[config.mk]
export PLATFORM = sky130hd
export DESIGN_NAME = keyboard_event_decoder_flat
export DESIGN_NICKNAME = d
export VERILOG_FILES = /design/src/rtl/keyboard_event_decoder_if.sv /design/src/rtl/keyboard_event_decoder.sv /design/src/flat_wrapper.sv
export SDC_FILE = /design/constraint.sdc
export NUM_CORES = 1
export LEC_CHECK = 0
export ABC_AREA = 0
export CAP_MARGIN = 20
export CORE_MARGIN = 2
export CORE_UTILIZATION = 40
export CTS_BUF_LIST = sky130_fd_sc_hd__clkbuf_4 sky130_fd_sc_hd__clkbuf_8
export DETAILED_ROUTE_END_ITERATION = 10
export GPL_ROUTABILITY_DRIVEN = 0
export HOLD_SLACK_MARGIN = 0.03
export PLACE_DENSITY_LB_ADDON = 0.2
export REMOVE_ABC_BUFFERS = 1
export SETUP_SLACK_MARGIN = 0.05
export SLEW_MARGIN = 25
export SYNTH_ARGS = -nofsm -noshare
export SYNTH_HDL_FRONTEND = slang
export SYNTH_SLANG_ARGS = --single-unit
[constraint.sdc]
create_clock -name clk -period 7.45 [get_ports clk]
set_clock_uncertainty 0.2 [all_clocks]
set_input_delay 0.745 -clock clk [delete_from_list [all_inputs] [get_ports clk]]
set_output_delay 0.745 -clock clk [all_outputs]
set_load 0.005 [all_outputs]
[src/rtl/keyboard_event_decoder_if.sv]
// keyboard_event_decoder_if: byte-in / event-out bundle between the PS/2 receiver, the decoder and the CPU pop logic
interface keyboard_event_decoder_if #(parameter int FIFO_DEPTH = 8);
  localparam int CNT_W = $clog2(FIFO_DEPTH) + 1;
  logic [7:0] scancode;
  logic data_ready;
  logic error_flag;
  logic rd_en;
  logic clear_overflow;
  logic event_valid;
  logic [7:0] event_code;
  logic event_extended;
  logic event_release;
  logic [7:0] event_ascii;
  logic [CNT_W-1:0] fifo_count;
  logic overflow;
  logic shift_held;
  modport master (
    output scancode, data_ready, error_flag, rd_en, clear_overflow,
    input event_valid, event_code, event_extended, event_release, event_ascii,
    input fifo_count, overflow, shift_held
  );
  modport slave (
    input scancode, data_ready, error_flag, rd_en, clear_overflow,
    output event_valid, event_code, event_extended, event_release, event_ascii,
    output fifo_count, overflow, shift_held
  );
endinterface

[src/rtl/keyboard_event_decoder.sv]
// keyboard_event_decoder: folds set-2 E0/F0 prefixes into key events, tracks Shift, buffers events in a show-ahead FIFO
// Define KBD_ASCII_EN to store a per-event ASCII translation alongside each entry.
module keyboard_event_decoder #(
  parameter int FIFO_DEPTH = 8
) (
  input logic clk,
  input logic reset,
  keyboard_event_decoder_if.slave kbd
);
  localparam int CNT_W = $clog2(FIFO_DEPTH) + 1;
  localparam int AW = $clog2(FIFO_DEPTH);
`ifdef KBD_ASCII_EN
  localparam int EW = 18;
`else
  localparam int EW = 10;
`endif
  typedef enum logic [1:0] {IDLE, EXT, BRK, EXT_BRK} state_t;
  state_t state;
  logic shift_held;
  logic [EW-1:0] mem [FIFO_DEPTH];
  logic [AW-1:0] wr_ptr, rd_ptr;
  logic [CNT_W-1:0] count;
  logic overflow;
  logic [7:0] sc;
  logic is_ext, is_rel, prefix, discard, emit;
  logic pop, full, push, drop;
  logic [EW-1:0] wr_entry, head;
  assign sc = kbd.scancode;
  assign is_ext = state == EXT || state == EXT_BRK;
  assign is_rel = state == BRK || state == EXT_BRK;
  // E0 after a break prefix is not a prefix; it falls through as an ordinary code
  assign prefix = sc == 8'hF0 || (sc == 8'hE0 && !is_rel);
  assign discard = sc == 8'h00 || sc == 8'hFF;
  assign emit = kbd.data_ready && !kbd.error_flag && !prefix && !discard;
  always_ff @(posedge clk or posedge reset) begin
    if (reset) begin
      state <= IDLE;
      shift_held <= 1'b0;
    end else begin
      if (kbd.error_flag)
        state <= IDLE;
      else if (kbd.data_ready)
        state <= discard ? IDLE :
                 sc == 8'hF0 ? (is_ext ? EXT_BRK : BRK) :
                 prefix ? EXT : IDLE;
      if (emit && !is_ext && (sc == 8'h12 || sc == 8'h59))
        shift_held <= !is_rel;
    end
  end
`ifdef KBD_ASCII_EN
  function automatic logic [7:0] to_ascii(input logic [7:0] c, input logic sh);
    logic [7:0] l, d, s;
    l = 8'h00;
    d = 8'h00;
    s = 8'h00;
    case (c)
      8'h1C: l = 8'h61; 8'h32: l = 8'h62; 8'h21: l = 8'h63; 8'h23: l = 8'h64;
      8'h24: l = 8'h65; 8'h2B: l = 8'h66; 8'h34: l = 8'h67; 8'h33: l = 8'h68;
      8'h43: l = 8'h69; 8'h3B: l = 8'h6A; 8'h42: l = 8'h6B; 8'h4B: l = 8'h6C;
      8'h3A: l = 8'h6D; 8'h31: l = 8'h6E; 8'h44: l = 8'h6F; 8'h4D: l = 8'h70;
      8'h15: l = 8'h71; 8'h2D: l = 8'h72; 8'h1B: l = 8'h73; 8'h2C: l = 8'h74;
      8'h3C: l = 8'h75; 8'h2A: l = 8'h76; 8'h1D: l = 8'h77; 8'h22: l = 8'h78;
      8'h35: l = 8'h79; 8'h1A: l = 8'h7A;
      8'h45: begin d = 8'h30; s = 8'h29; end
      8'h16: begin d = 8'h31; s = 8'h21; end
      8'h1E: begin d = 8'h32; s = 8'h40; end
      8'h26: begin d = 8'h33; s = 8'h23; end
      8'h25: begin d = 8'h34; s = 8'h24; end
      8'h2E: begin d = 8'h35; s = 8'h25; end
      8'h36: begin d = 8'h36; s = 8'h5E; end
      8'h3D: begin d = 8'h37; s = 8'h26; end
      8'h3E: begin d = 8'h38; s = 8'h2A; end
      8'h46: begin d = 8'h39; s = 8'h28; end
      8'h29: begin d = 8'h20; s = 8'h20; end
      8'h5A: begin d = 8'h0D; s = 8'h0D; end
      8'h66: begin d = 8'h08; s = 8'h08; end
      default: ;
    endcase
    return l != 8'h00 ? (sh ? l - 8'h20 : l) : (sh ? s : d);
  endfunction
  // Translation uses the Shift state from before this event's own Shift update
  assign wr_entry = {(is_ext || is_rel) ? 8'h00 : to_ascii(sc, shift_held), is_rel, is_ext, sc};
`else
  assign wr_entry = {is_rel, is_ext, sc};
`endif
  assign pop = kbd.rd_en && count != '0;
  assign full = count == CNT_W'(FIFO_DEPTH);
  assign push = emit && (!full || pop);
  assign drop = emit && full && !pop;
  always_ff @(posedge clk or posedge reset) begin
    if (reset) begin
      wr_ptr <= '0;
      rd_ptr <= '0;
      count <= '0;
      overflow <= 1'b0;
    end else begin
      if (push)
        wr_ptr <= wr_ptr + AW'(1);
      if (pop)
        rd_ptr <= rd_ptr + AW'(1);
      count <= count + CNT_W'(push) - CNT_W'(pop);
      overflow <= drop ? 1'b1 : kbd.clear_overflow ? 1'b0 : overflow;
    end
  end
  always_ff @(posedge clk) begin
    if (push)
      mem[wr_ptr] <= wr_entry;
  end
  assign head = count != '0 ? mem[rd_ptr] : '0;
  assign kbd.event_valid = count != '0;
  assign kbd.event_code = head[7:0];
  assign kbd.event_extended = head[8];
  assign kbd.event_release = head[9];
`ifdef KBD_ASCII_EN
  assign kbd.event_ascii = head[17:10];
`else
  assign kbd.event_ascii = 8'h00;
`endif
  assign kbd.fifo_count = count;
  assign kbd.overflow = overflow;
  assign kbd.shift_held = shift_held;
endmodule

[src/flat_wrapper.sv]
// flat-port wrapper written by rule: the top's interface ports become plain ports
module keyboard_event_decoder_flat 
#(
  parameter int FIFO_DEPTH = 8
)
  (clk, reset, kbd_scancode, kbd_data_ready, kbd_error_flag, kbd_rd_en, kbd_clear_overflow, kbd_event_valid, kbd_event_code, kbd_event_extended, kbd_event_release, kbd_event_ascii, kbd_fifo_count, kbd_overflow, kbd_shift_held);
  keyboard_event_decoder_if #(.FIFO_DEPTH(FIFO_DEPTH)) kbd_i ();
  input logic clk;
  input logic reset;
  input wire logic [$bits(kbd_i.scancode)-1:0] kbd_scancode;
  input wire logic [$bits(kbd_i.data_ready)-1:0] kbd_data_ready;
  input wire logic [$bits(kbd_i.error_flag)-1:0] kbd_error_flag;
  input wire logic [$bits(kbd_i.rd_en)-1:0] kbd_rd_en;
  input wire logic [$bits(kbd_i.clear_overflow)-1:0] kbd_clear_overflow;
  output wire logic [$bits(kbd_i.event_valid)-1:0] kbd_event_valid;
  output wire logic [$bits(kbd_i.event_code)-1:0] kbd_event_code;
  output wire logic [$bits(kbd_i.event_extended)-1:0] kbd_event_extended;
  output wire logic [$bits(kbd_i.event_release)-1:0] kbd_event_release;
  output wire logic [$bits(kbd_i.event_ascii)-1:0] kbd_event_ascii;
  output wire logic [$bits(kbd_i.fifo_count)-1:0] kbd_fifo_count;
  output wire logic [$bits(kbd_i.overflow)-1:0] kbd_overflow;
  output wire logic [$bits(kbd_i.shift_held)-1:0] kbd_shift_held;
  assign kbd_i.scancode = kbd_scancode;
  assign kbd_i.data_ready = kbd_data_ready;
  assign kbd_i.error_flag = kbd_error_flag;
  assign kbd_i.rd_en = kbd_rd_en;
  assign kbd_i.clear_overflow = kbd_clear_overflow;
  assign kbd_event_valid = kbd_i.event_valid;
  assign kbd_event_code = kbd_i.event_code;
  assign kbd_event_extended = kbd_i.event_extended;
  assign kbd_event_release = kbd_i.event_release;
  assign kbd_event_ascii = kbd_i.event_ascii;
  assign kbd_fifo_count = kbd_i.fifo_count;
  assign kbd_overflow = kbd_i.overflow;
  assign kbd_shift_held = kbd_i.shift_held;
  keyboard_event_decoder #(.FIFO_DEPTH(FIFO_DEPTH)) u_core (.clk(clk), .reset(reset), .kbd(kbd_i));
endmodule
==> results.tsv <==
metric	value	unit
place_hpwl	4920	um
diodes	0	
synth-seq-area-share	68.6	%
place_ws	3710	ps
p_sw	465	uW
drt_pass1_iterations	4	
pin_count	39	
async_flop_share	14.9	%
start_kind	input pin	
path_class	input pin to flip-flop	
postCtsResizedCells	0	
fp.dieArea	10900	um2
synth_area	4010	um2
rows	36	
cts_sinks	94	
antenna_found_initial	0	
synth-main-ff-cell	edfxtp_1	
grt-ovfl-total	0	
maxCapViolCount	0	
ant_nets	0	
synth_compound_area_share	3.24	%
worstPathRequired	7310	ps
grt_pass1_vias	2107	
p_leak	1.60	nW
period_share	45.0	%
cts_tree	done	
clockPowerShare	19.2	%
powerDensity	330	nW/um2
cts_root_buf	clkbuf_8	
synthXorXnorAreaFrac	1.31	%
nets	290	
drive_gt1_share	18.0	%
drc	0	
status	finished, final reports clean	
max_freq	298	MHz
whs_endpoint	u_core.kbd.shift_held	
rr_endpoint	u_core.kbd.fifo_count[2]	
syn-mean-instance-area	17.4	um2
setup_viol	0	
fin_ws	4100	ps
met1_usage	20.5	%
num_vias	2080	
die_w	104	um
grt_max_degree	23	
fp.dieH	104	um
r2r_slack	4550	ps
drt_iter0_markers	116	
cp.arrival	3220	ps
htree_levels	3	
core_area	9770	um2
slew_headroom	42.5	%
routed_wl	7840	um
cts_setup_buffers	0	
rsz0062_at_grt	false	
p_sw_share	30.5	%
cts-buffers-inserted	9	
crit_fanout	15	
synth_edf_count	80	
clk_pin_slew	90	ps
cpMaxStageDelayCell	clkdlybuf4s50_1	
crit_chain	clkdlybuf4s50_1 > nand2b_1 > a21oi_2 > o2111ai_1 > nor3_1 > buf_4	
met2_usage	24.9	%
gr-usage-met3	3.07	%
clockBufferDepth	2	
syn_to_final_growth	15.1	%
postCtsHoldBufs	0	
viasPerCell	5.14	
synthAdderAreaFrac	2.99	%
initial_utilization	41.1	%
ys_ff_latch	94	
worst_setup_path_end_kind	flip-flop	
wire_per_inst	19.3	um
hold_path_startpoint	u_core.kbd.shift_held	
intPower	1.06	mW
slew_violations	0	
yosys.area_share.simple	5.55	%
max-vdd-ir-drop	171	uV
synth_cell_types	42	
post-route-min-period	3350	ps
hold_path.class	flip-flop to flip-flop	
grt_first_pass_wirelength	12300	um
gr-usage-all-layers	15.4	%
synth_cells	231	
top_usage_layer	met2	
fillers	862	
synth_top_family_by_area	multiplexers	
reg2reg_depth	11	
whs_path_depth	2	
port_buffers	30	
worstSkewPairLatency	350	ps
muxShareOfSynthArea	14.6	%
pwr-share-comb	34.0	%
r2r_start	u_core.kbd.fifo_count[2]	
tns	0	ps
hold_viol	0	
ys_warn_count	0	
tightest_slew	856	ps
p_seq_share	46.8	%
slowest_delay	670	ps
## flip-flops by register name, indices dropped and copies added (netlist names)
signal,count
u_core.kbd.overflow,1
u_core.state,2
u_core.wr_ptr,3
u_core.mem,80
u_core.kbd.shift_held,1
u_core.rd_ptr,3
u_core.kbd.fifo_count,4
## placed cells by master, fill, tap and decap left out, types with 3 or more instances in the layout
| cell type | count |
|---|---|
| buf_4 | 4 |
| clkbuf_8 | 9 |
| clkdlybuf4s50_1 | 30 |
| clkinv_1 | 4 |
| conb_1 | 8 |
| dfrtp_1 | 13 |
| edfxtp_1 | 80 |
| ha_1 | 8 |
| inv_1 | 14 |
| mux2i_1 | 11 |
| mux4_2 | 20 |
| nand2_1 | 3 |
| nand2b_1 | 5 |
| nand3_1 | 3 |
| nand4_1 | 3 |
| nor2_1 | 13 |
| nor2_2 | 5 |
| nor4_1 | 3 |
| xnor2_1 | 4 |
## per-stage QoR
step           hold WS [ps]  cell area, um2  utilization, %  instances  power, mW
2_1_floorplan           292            3950               -        222       1.02
3_3_place_gp            316            4440            45.5        389       1.25
3_5_place_dp            318            4460            45.6        389       1.26
4_1_cts                 333            4620            47.3        405       1.55
5_1_grt                 351            4620            47.3        405       1.63
6_report                323            4620            47.3        405       1.52
## synth_stat cells (all sizes together) (2+ instances only)
library cell	number	share of area (%)
edfxtp	80	60
mux4	20	11
nor2	18	1.7
dfrtp	14	8.7
inv	14	1.3
buf	11	1.8
mux2i	11	2.7
ha	8	2.5
clkbuf	5	0.47
nand2b	5	0.78
xnor2	4	0.87
a21oi	3	0.47
nand2	3	0.28
nand3	3	0.37
nand4	3	0.47
nor4	3	0.47
o2111ai	3	0.81
mux2	2	0.65
nor3	2	0.25
o211ai	2	0.72
xor2	2	0.44
## power by group through the flow
| stage | clock network [mW] | registers [mW] | logic (mW) |
|---|---|---|---|
| 3_5_place_dp | 0 | 0.727 | 0.532 |
| 4_1_cts | 0.301 | 0.716 | 0.534 |
| 5_1_grt | 0.323 | 0.725 | 0.579 |
| 3_3_place_gp | 0 | 0.725 | 0.521 |
| 2_1_floorplan | 0 | 0.724 | 0.295 |
| 6_report | 0.292 | 0.714 | 0.519 |
## logic make-up after synthesis
logic type	Yosys count
flip-flops	94
AND/OR/NAND/NOR	43
multiplexers	33
buffers and inverters	30
AO/OA/AOI/OAI	15
adder cells (fa/ha/maj)	9
XOR/XNOR	6
other	1
## how the worst max path moves through the flow
stage,startpoint,to,depth (start not counted)
2_1_floorplan,kbd_scancode[7],u_core.mem[1][0],4
3_3_place_gp,kbd_scancode[4],u_core.mem[3][0],5
3_5_place_dp,kbd_scancode[4],u_core.mem[0][6],6
4_1_cts,u_core.rd_ptr[1],kbd_event_code[4],4
5_1_grt,u_core.rd_ptr[0],kbd_event_code[4],5
6_report,kbd_scancode[4],u_core.mem[1][6],6
## per-layer routing
metal  vias to the layer above  part of all wire (%)
met3                        12                   4.1
met4                         0                   2.2
met1                      1069                    45
met2                        47                    48
li1                        952                     -
met5                         -                     0
## worst max-delay path, delay by kind of cell
| kind | cells | cell delay [ps] |
|---|---|---|
| AO/OA/AOI/OAI | 2 | 580 |
| buffers and inverters | 2 | 970 |
| AND/OR/NAND/NOR | 2 | 900 |
## cell type report
type                       instances  area [um2]  share of cell area [%]
tap                              133         166                    3.60
sequential                        94        2750                    59.6
clock buffer                       9         124                    2.68
inverter                          14        52.6                    1.14
timing repair buffer              34         330                    7.15
clock inverter                     7        40.0                   0.866
multi-input combinational        114        1150                    25.0
Power figures use the tool's default switching activity.
